[config.mk]
export PLATFORM = sky130hd
export DESIGN_NAME = mac_job_ctrl
export DESIGN_NICKNAME = d
export VERILOG_FILES = /design/src/rtl/mac_ctrl_pkg.sv /design/src/rtl/mac_pipe.sv /design/src/rtl/mac_job_ctrl.sv
export SDC_FILE = /design/constraint.sdc
export NUM_CORES = 1
export LEC_CHECK = 0
export CELL_PAD_IN_SITES_DETAIL_PLACEMENT = 0
export CELL_PAD_IN_SITES_GLOBAL_PLACEMENT = 1
export CORE_ASPECT_RATIO = 0.75
export CORE_UTILIZATION = 39
export CTS_CLUSTER_DIAMETER = 40
export DETAILED_ROUTE_END_ITERATION = 8
export PLACE_DENSITY_LB_ADDON = 0.1
export SYNTH_ARGS = -nofsm -noshare
export SYNTH_HDL_FRONTEND = slang
export SYNTH_SLANG_ARGS = --single-unit
export TNS_END_PERCENT = 100
[constraint.sdc]
create_clock -name clk -period 2.4 [get_ports clk]
set_clock_uncertainty 0.1 [all_clocks]
set_input_delay 0.36 -clock clk [delete_from_list [all_inputs] [get_ports clk]]
set_output_delay 0.36 -clock clk [all_outputs]
set_load 0.005 [all_outputs]
[src/rtl/mac_ctrl_pkg.sv]
// rtl/mac_ctrl_pkg.sv - shared state encoding, default widths and width check for the MAC job controller
package mac_ctrl_pkg;

    typedef enum logic [1:0] {
        S_IDLE  = 2'd0,
        S_ACC   = 2'd1,
        S_DRAIN = 2'd2,
        S_DONE  = 2'd3
    } state_t;

    localparam int DEF_DW    = 3;
    localparam int DEF_ACC_W = 6;
    localparam int DEF_LEN_W = 4;

    // The accumulator must at least hold one full-width product.
    function automatic bit acc_w_ok(input int dw, input int acc_w);
        return acc_w >= 2 * dw;
    endfunction

endpackage

[src/rtl/mac_pipe.sv]
// rtl/mac_pipe.sv - product register feeding a wrapping accumulator with sticky carry flag
module mac_pipe
    import mac_ctrl_pkg::*;
#(
    parameter int DW    = DEF_DW,
    parameter int ACC_W = DEF_ACC_W
) (
    input  logic             clk,
    input  logic             rst,
    input  logic             clr,
    input  logic             en,
    input  logic [DW-1:0]    a,
    input  logic [DW-1:0]    b,
    output logic [ACC_W-1:0] acc,
    output logic             ovf,
    output logic             prod_vld
);

    localparam int PW = 2 * DW;
    localparam int SW = ACC_W + 1;

    if (!acc_w_ok(DW, ACC_W)) begin : g_bad_width
        $error("mac_pipe: ACC_W must be >= 2*DW");
    end

    logic [PW-1:0]    r_prod;
    logic             r_prod_vld;
    logic [ACC_W-1:0] r_acc;
    logic             r_ovf;
    logic [SW-1:0]    w_sum;

    // One extra bit captures the carry out of the accumulator MSB.
    assign w_sum = {1'b0, r_acc} + SW'(r_prod);

    always_ff @(posedge clk) begin
        if (rst) begin
            r_prod     <= '0;
            r_prod_vld <= 1'b0;
            r_acc      <= '0;
            r_ovf      <= 1'b0;
        end else begin
            r_prod_vld <= en;
            if (en) begin
                r_prod <= PW'(a) * PW'(b);
            end
            if (clr) begin
                r_acc <= '0;
                r_ovf <= 1'b0;
            end else if (r_prod_vld) begin
                r_acc <= w_sum[ACC_W-1:0];
                r_ovf <= r_ovf | w_sum[ACC_W];
            end
        end
    end

    assign acc      = r_acc;
    assign ovf      = r_ovf;
    assign prod_vld = r_prod_vld;

endmodule

[src/rtl/mac_job_ctrl.sv]
// rtl/mac_job_ctrl.sv - job sequencer: counts operand pairs, drains the MAC pipe, presents one result per job
module mac_job_ctrl
    import mac_ctrl_pkg::*;
#(
    parameter int DW    = DEF_DW,
    parameter int ACC_W = DEF_ACC_W,
    parameter int LEN_W = DEF_LEN_W
) (
    input  logic             clk,
    input  logic             rst,
    input  logic             start,
    input  logic [LEN_W-1:0] len,
    output logic             busy,
    input  logic             in_valid,
    output logic             in_ready,
    input  logic [DW-1:0]    in_a,
    input  logic [DW-1:0]    in_b,
    output logic             out_valid,
    input  logic             out_ready,
    output logic [ACC_W-1:0] out_z,
    output logic             out_ovf
);

    state_t           r_state;
    state_t           w_state_nxt;
    logic [LEN_W-1:0] r_count;
    logic             w_hs;
    logic             w_clr;
    logic [ACC_W-1:0] w_acc;
    logic             w_ovf;
    logic             w_prod_vld;

    assign w_hs  = in_valid && (r_state == S_ACC);
    assign w_clr = start && (r_state == S_IDLE);

    always_ff @(posedge clk) begin
        if (rst) begin
            r_state <= S_IDLE;
            r_count <= '0;
        end else begin
            r_state <= w_state_nxt;
            if (w_clr) begin
                r_count <= len;
            end else if (w_hs) begin
                r_count <= r_count - 1'b1;
            end
        end
    end

    always_comb begin
        w_state_nxt = r_state;
        busy        = 1'b1;
        in_ready    = 1'b0;
        out_valid   = 1'b0;
        unique case (r_state)
            S_IDLE: begin
                busy = 1'b0;
                if (start) begin
                    w_state_nxt = (len != '0) ? S_ACC : S_DONE;
                end
            end
            S_ACC: begin
                in_ready = 1'b1;
                if (w_hs && (r_count == LEN_W'(1))) begin
                    w_state_nxt = S_DRAIN;
                end
            end
            // The last product is absorbed on the edge that leaves DRAIN.
            S_DRAIN: begin
                w_state_nxt = S_DONE;
            end
            S_DONE: begin
                out_valid = 1'b1;
                if (out_ready) begin
                    w_state_nxt = S_IDLE;
                end
            end
            default: begin
                w_state_nxt = S_IDLE;
            end
        endcase
    end

    mac_pipe #(
        .DW    (DW),
        .ACC_W (ACC_W)
    ) u_pipe (
        .clk      (clk),
        .rst      (rst),
        .clr      (w_clr),
        .en       (w_hs),
        .a        (in_a),
        .b        (in_b),
        .acc      (w_acc),
        .ovf      (w_ovf),
        .prod_vld (w_prod_vld)
    );

    // Result stays in the accumulator after DONE; consumers qualify with out_valid.
    assign out_z   = w_acc;
    assign out_ovf = w_ovf;

endmodule

==> flow_summary.ini <==
[run_status]
status = finished clean

[synth]
yosysSeqAreaShare_pct = 30.3
ys_ff_latch = 20
synth-compound-area-share_pct = 17.2
synth.distinct_cells = 34
yosys.area_share.simple_pct = 21.5
synth_area_sq_um = 1320
yosys.area.top_type_share_pct = 30.3
yosysWarnings = 0
synthAdderAreaFrac_pct = 21.6
synth_top_family_by_area = adder cells
muxShareOfSynthArea_pct = 3.03
synth_largest_area_cell = dfxtp_1
synthCells = 147
synth.area.top_cells = dfxtp_1 (30%), ha_1 (17%), fa_1 (4.5%)
syn_nets = 183
avgSynthCellArea_sq_um = 8.99
synth-xor-area-share_pct = 2.65

[drt]
totalWireLength_mm = 2.73
dr.first_iter.drc_count = 58
drcViolationCount = 0
antenna_left = 0
vias = 1125
wl_per_cell_um = 12.7
drt-pass1-iter-count = 5
via_per_inst = 5.21

[setup_path]
endpoint_kind = flip-flop
required_ns = 2.47
worst-path-max-fanout = 2
arrival_ns = 2.38
start_kind = input pin
timing_worst_setup_path_type = input pin to flip-flop

[placement]
gpl.final_weighted_congestion = 0.769
dp.cells = 212
dp_slack_ns = -0.221
hpwl_mm = 2.17
port_buffers = 24

[global_route]
grt_max_degree = 15
grt.overflow.total = 0
grtUsageTotal_pct = 17.2
antenna_found_initial = 0
grt_pass1_vias = 1072
grt_pass1_wl_mm = 4.89

[timing]
slew_headroom_pct = 67.2
rsz0062_at_grt = false
worst_slew_pin_slew_ns = 0.489
hold_viol = 0
final-setup-viol-count = 0
period_share_pct = 96.2
fin_ws_ns = 0.0909
slew_violations = 0
min_period_ns = 2.31
max_freq_ghz = 0.433
setup_tns_ns = 0

[clock_tree]
cts-root-buf = clkbuf_8
cts_tree = done
clock_latency_ns = 0.25
clkTransAtPathRegs_ns = 0.07
h-tree-depth = 1
clk_path_buf_depth = 2
clock-sinks = 20
cts-buffers-inserted = 3

[layout]
nets = 215
area_growth_pct = 29.6
post-route-util_pct = 55.5
diodes = 0
final_layout_size_suffix_gt1_share_pct = 6.18
stdcell_count = 216

[floorplan]
row_count = 17
die_area_sq_um = 3630
core_sq_um = 3080
die_h_um = 52.4
start_util_pct = 42.8
die_width_um = 69.2
io_pins = 25

[min_path]
hold_class = flip-flop to flip-flop

[pwr]
leakagePower_nw = 0.715
fin_total_pwr_mw = 1.27
peakVddDrop_v = 0.000276
power.density_nw_per_um2 = 741

[job]
cap_violations = 0
[Yosys cell counts (all sizes together)]
cell type / number
a2111oi: 1
a211oi: 6
a21o: 3
a21oi: 9
a222oi: 1
a311oi: 1
and2: 9
and3: 2
buf: 1
clkbuf: 2
dfxtp: 20
fa: 3
ha: 18
inv: 9
mux2i: 4
nand2: 11
nand2b: 4
nand3: 5
nand3b: 4
nand4bb: 1
nor2: 10
nor3: 5
nor4: 2
o2111a: 1
o2111ai: 2
o211ai: 2
o21a: 1
o21ai: 2
o21bai: 1
o221ai: 1
o41ai: 1
or4: 1
xnor2: 3
xor2: 1
[what timing repair did]
item / 4_1_cts / 5_1_grt
setup buffers: 0 / 0
hold buffers: 0 / 0
setup endpoints to repair: 0 / 1
gates resized for setup: 0 / 1
[placed cells by master, fill, tap and decap left out]
cell type and n:
o2111a_1 1, o21ai_0 2, dfxtp_1 20, o21a_1 1
xor2_1 1, nor3_1 5, nand3b_1 4, a2111oi_1 1
o2111ai_1 2, o211ai_1 2, bufinv_16 1, a21oi_1 9
clkdlybuf4s50_1 24, fa_1 3, nand4bb_1 1, and2_4 1
o41ai_1 1, mux2i_1 4, nand2b_1 4, nand2_1 11
inv_1 9, and2_1 8, o21bai_1 1, a21o_1 3
a311oi_1 1, nor4_1 2, ha_1 18, nand3_1 5
a222oi_1 1, nor2_1 10, xnor2_1 3, o221ai_1 1
or4_1 1, and3_1 2, clkbuf_8 3, buf_4 6
a211oi_1 6
[through the flow]
stage                     hold WS (ns)  area, sq um
after floorplan                  0.332         1320
after global placement           0.358         1640
after detailed placement         0.361         1640
after CTS                        0.372         1710
after global routing             0.393         1710
final                            0.371         1710
[per-layer routing]
metal / GRT usage [%] / wire [um] / vias up
met5: 0 / 0 / -
met4: 5.10 / 27 / 0
met3: 3.46 / 66 / 2
met2: 28.2 / 1140 / 23
met1: 23.2 / 1500 / 495
li1: - / - / 605
[registers in the layout (all words and copies together), names as in the netlist]
| signal | cells |
|---|---|
| u_pipe.acc | 6 |
| u_pipe.r_prod | 6 |
| r_count | 4 |
| r_state | 2 |
| u_pipe.ovf | 1 |
| u_pipe.prod_vld | 1 |
[kinds of logic (layout without fill, tap and decap cells)]
kind of cell / Yosys count / count (layout)
compound gates: 32 / 32
fa+ha+maj: 21 / 21
simple gates: 54 / 54
buf+inv: 12 / 43
xor+xnor: 4 / 4
flops: 20 / 20
mux: 4 / 4
[critical path, stage by stage]
cell	delay, ns
clkdlybuf4s50_1	0.43
and2_1	0.18
fa_1	0.47
ha_1	0.24
fa_1	0.38
xnor2_1	0.13
a211oi_1	0.19
[final cells by class]
cell class,instances,area (sq um)
Tap cell,38,47.5
Multi-Input combinational cell,115,875
Inverter,9,33.8
Clock buffer,3,41.3
Timing Repair Buffer,30,285
Clock inverter,1,30.0
Sequential cell,20,400
Fill cell,281,1370
[report_power, final]
part	leakage [nW]	internal (mW)	switching, mW
combinational	0.516	0.243	0.240
clock	0.0357	0.222	0.110
sequential	0.163	0.390	0.0651
[path summary, 6_finish.rpt]
kind	from	to	slack (ns)	depth (start not counted)
setup / recovery	in_a[0]	u_pipe.r_prod[4]	0.09	7
hold / removal	u_pipe.r_prod[3]	u_pipe.r_prod[3]	0.37	2
setup reg to reg	u_pipe.acc[0]	u_pipe.acc[4]	0.48	5
hold reg to reg	u_pipe.r_prod[3]	u_pipe.r_prod[3]	0.37	2
Note: power is estimated with default switching activity, not from simulation.
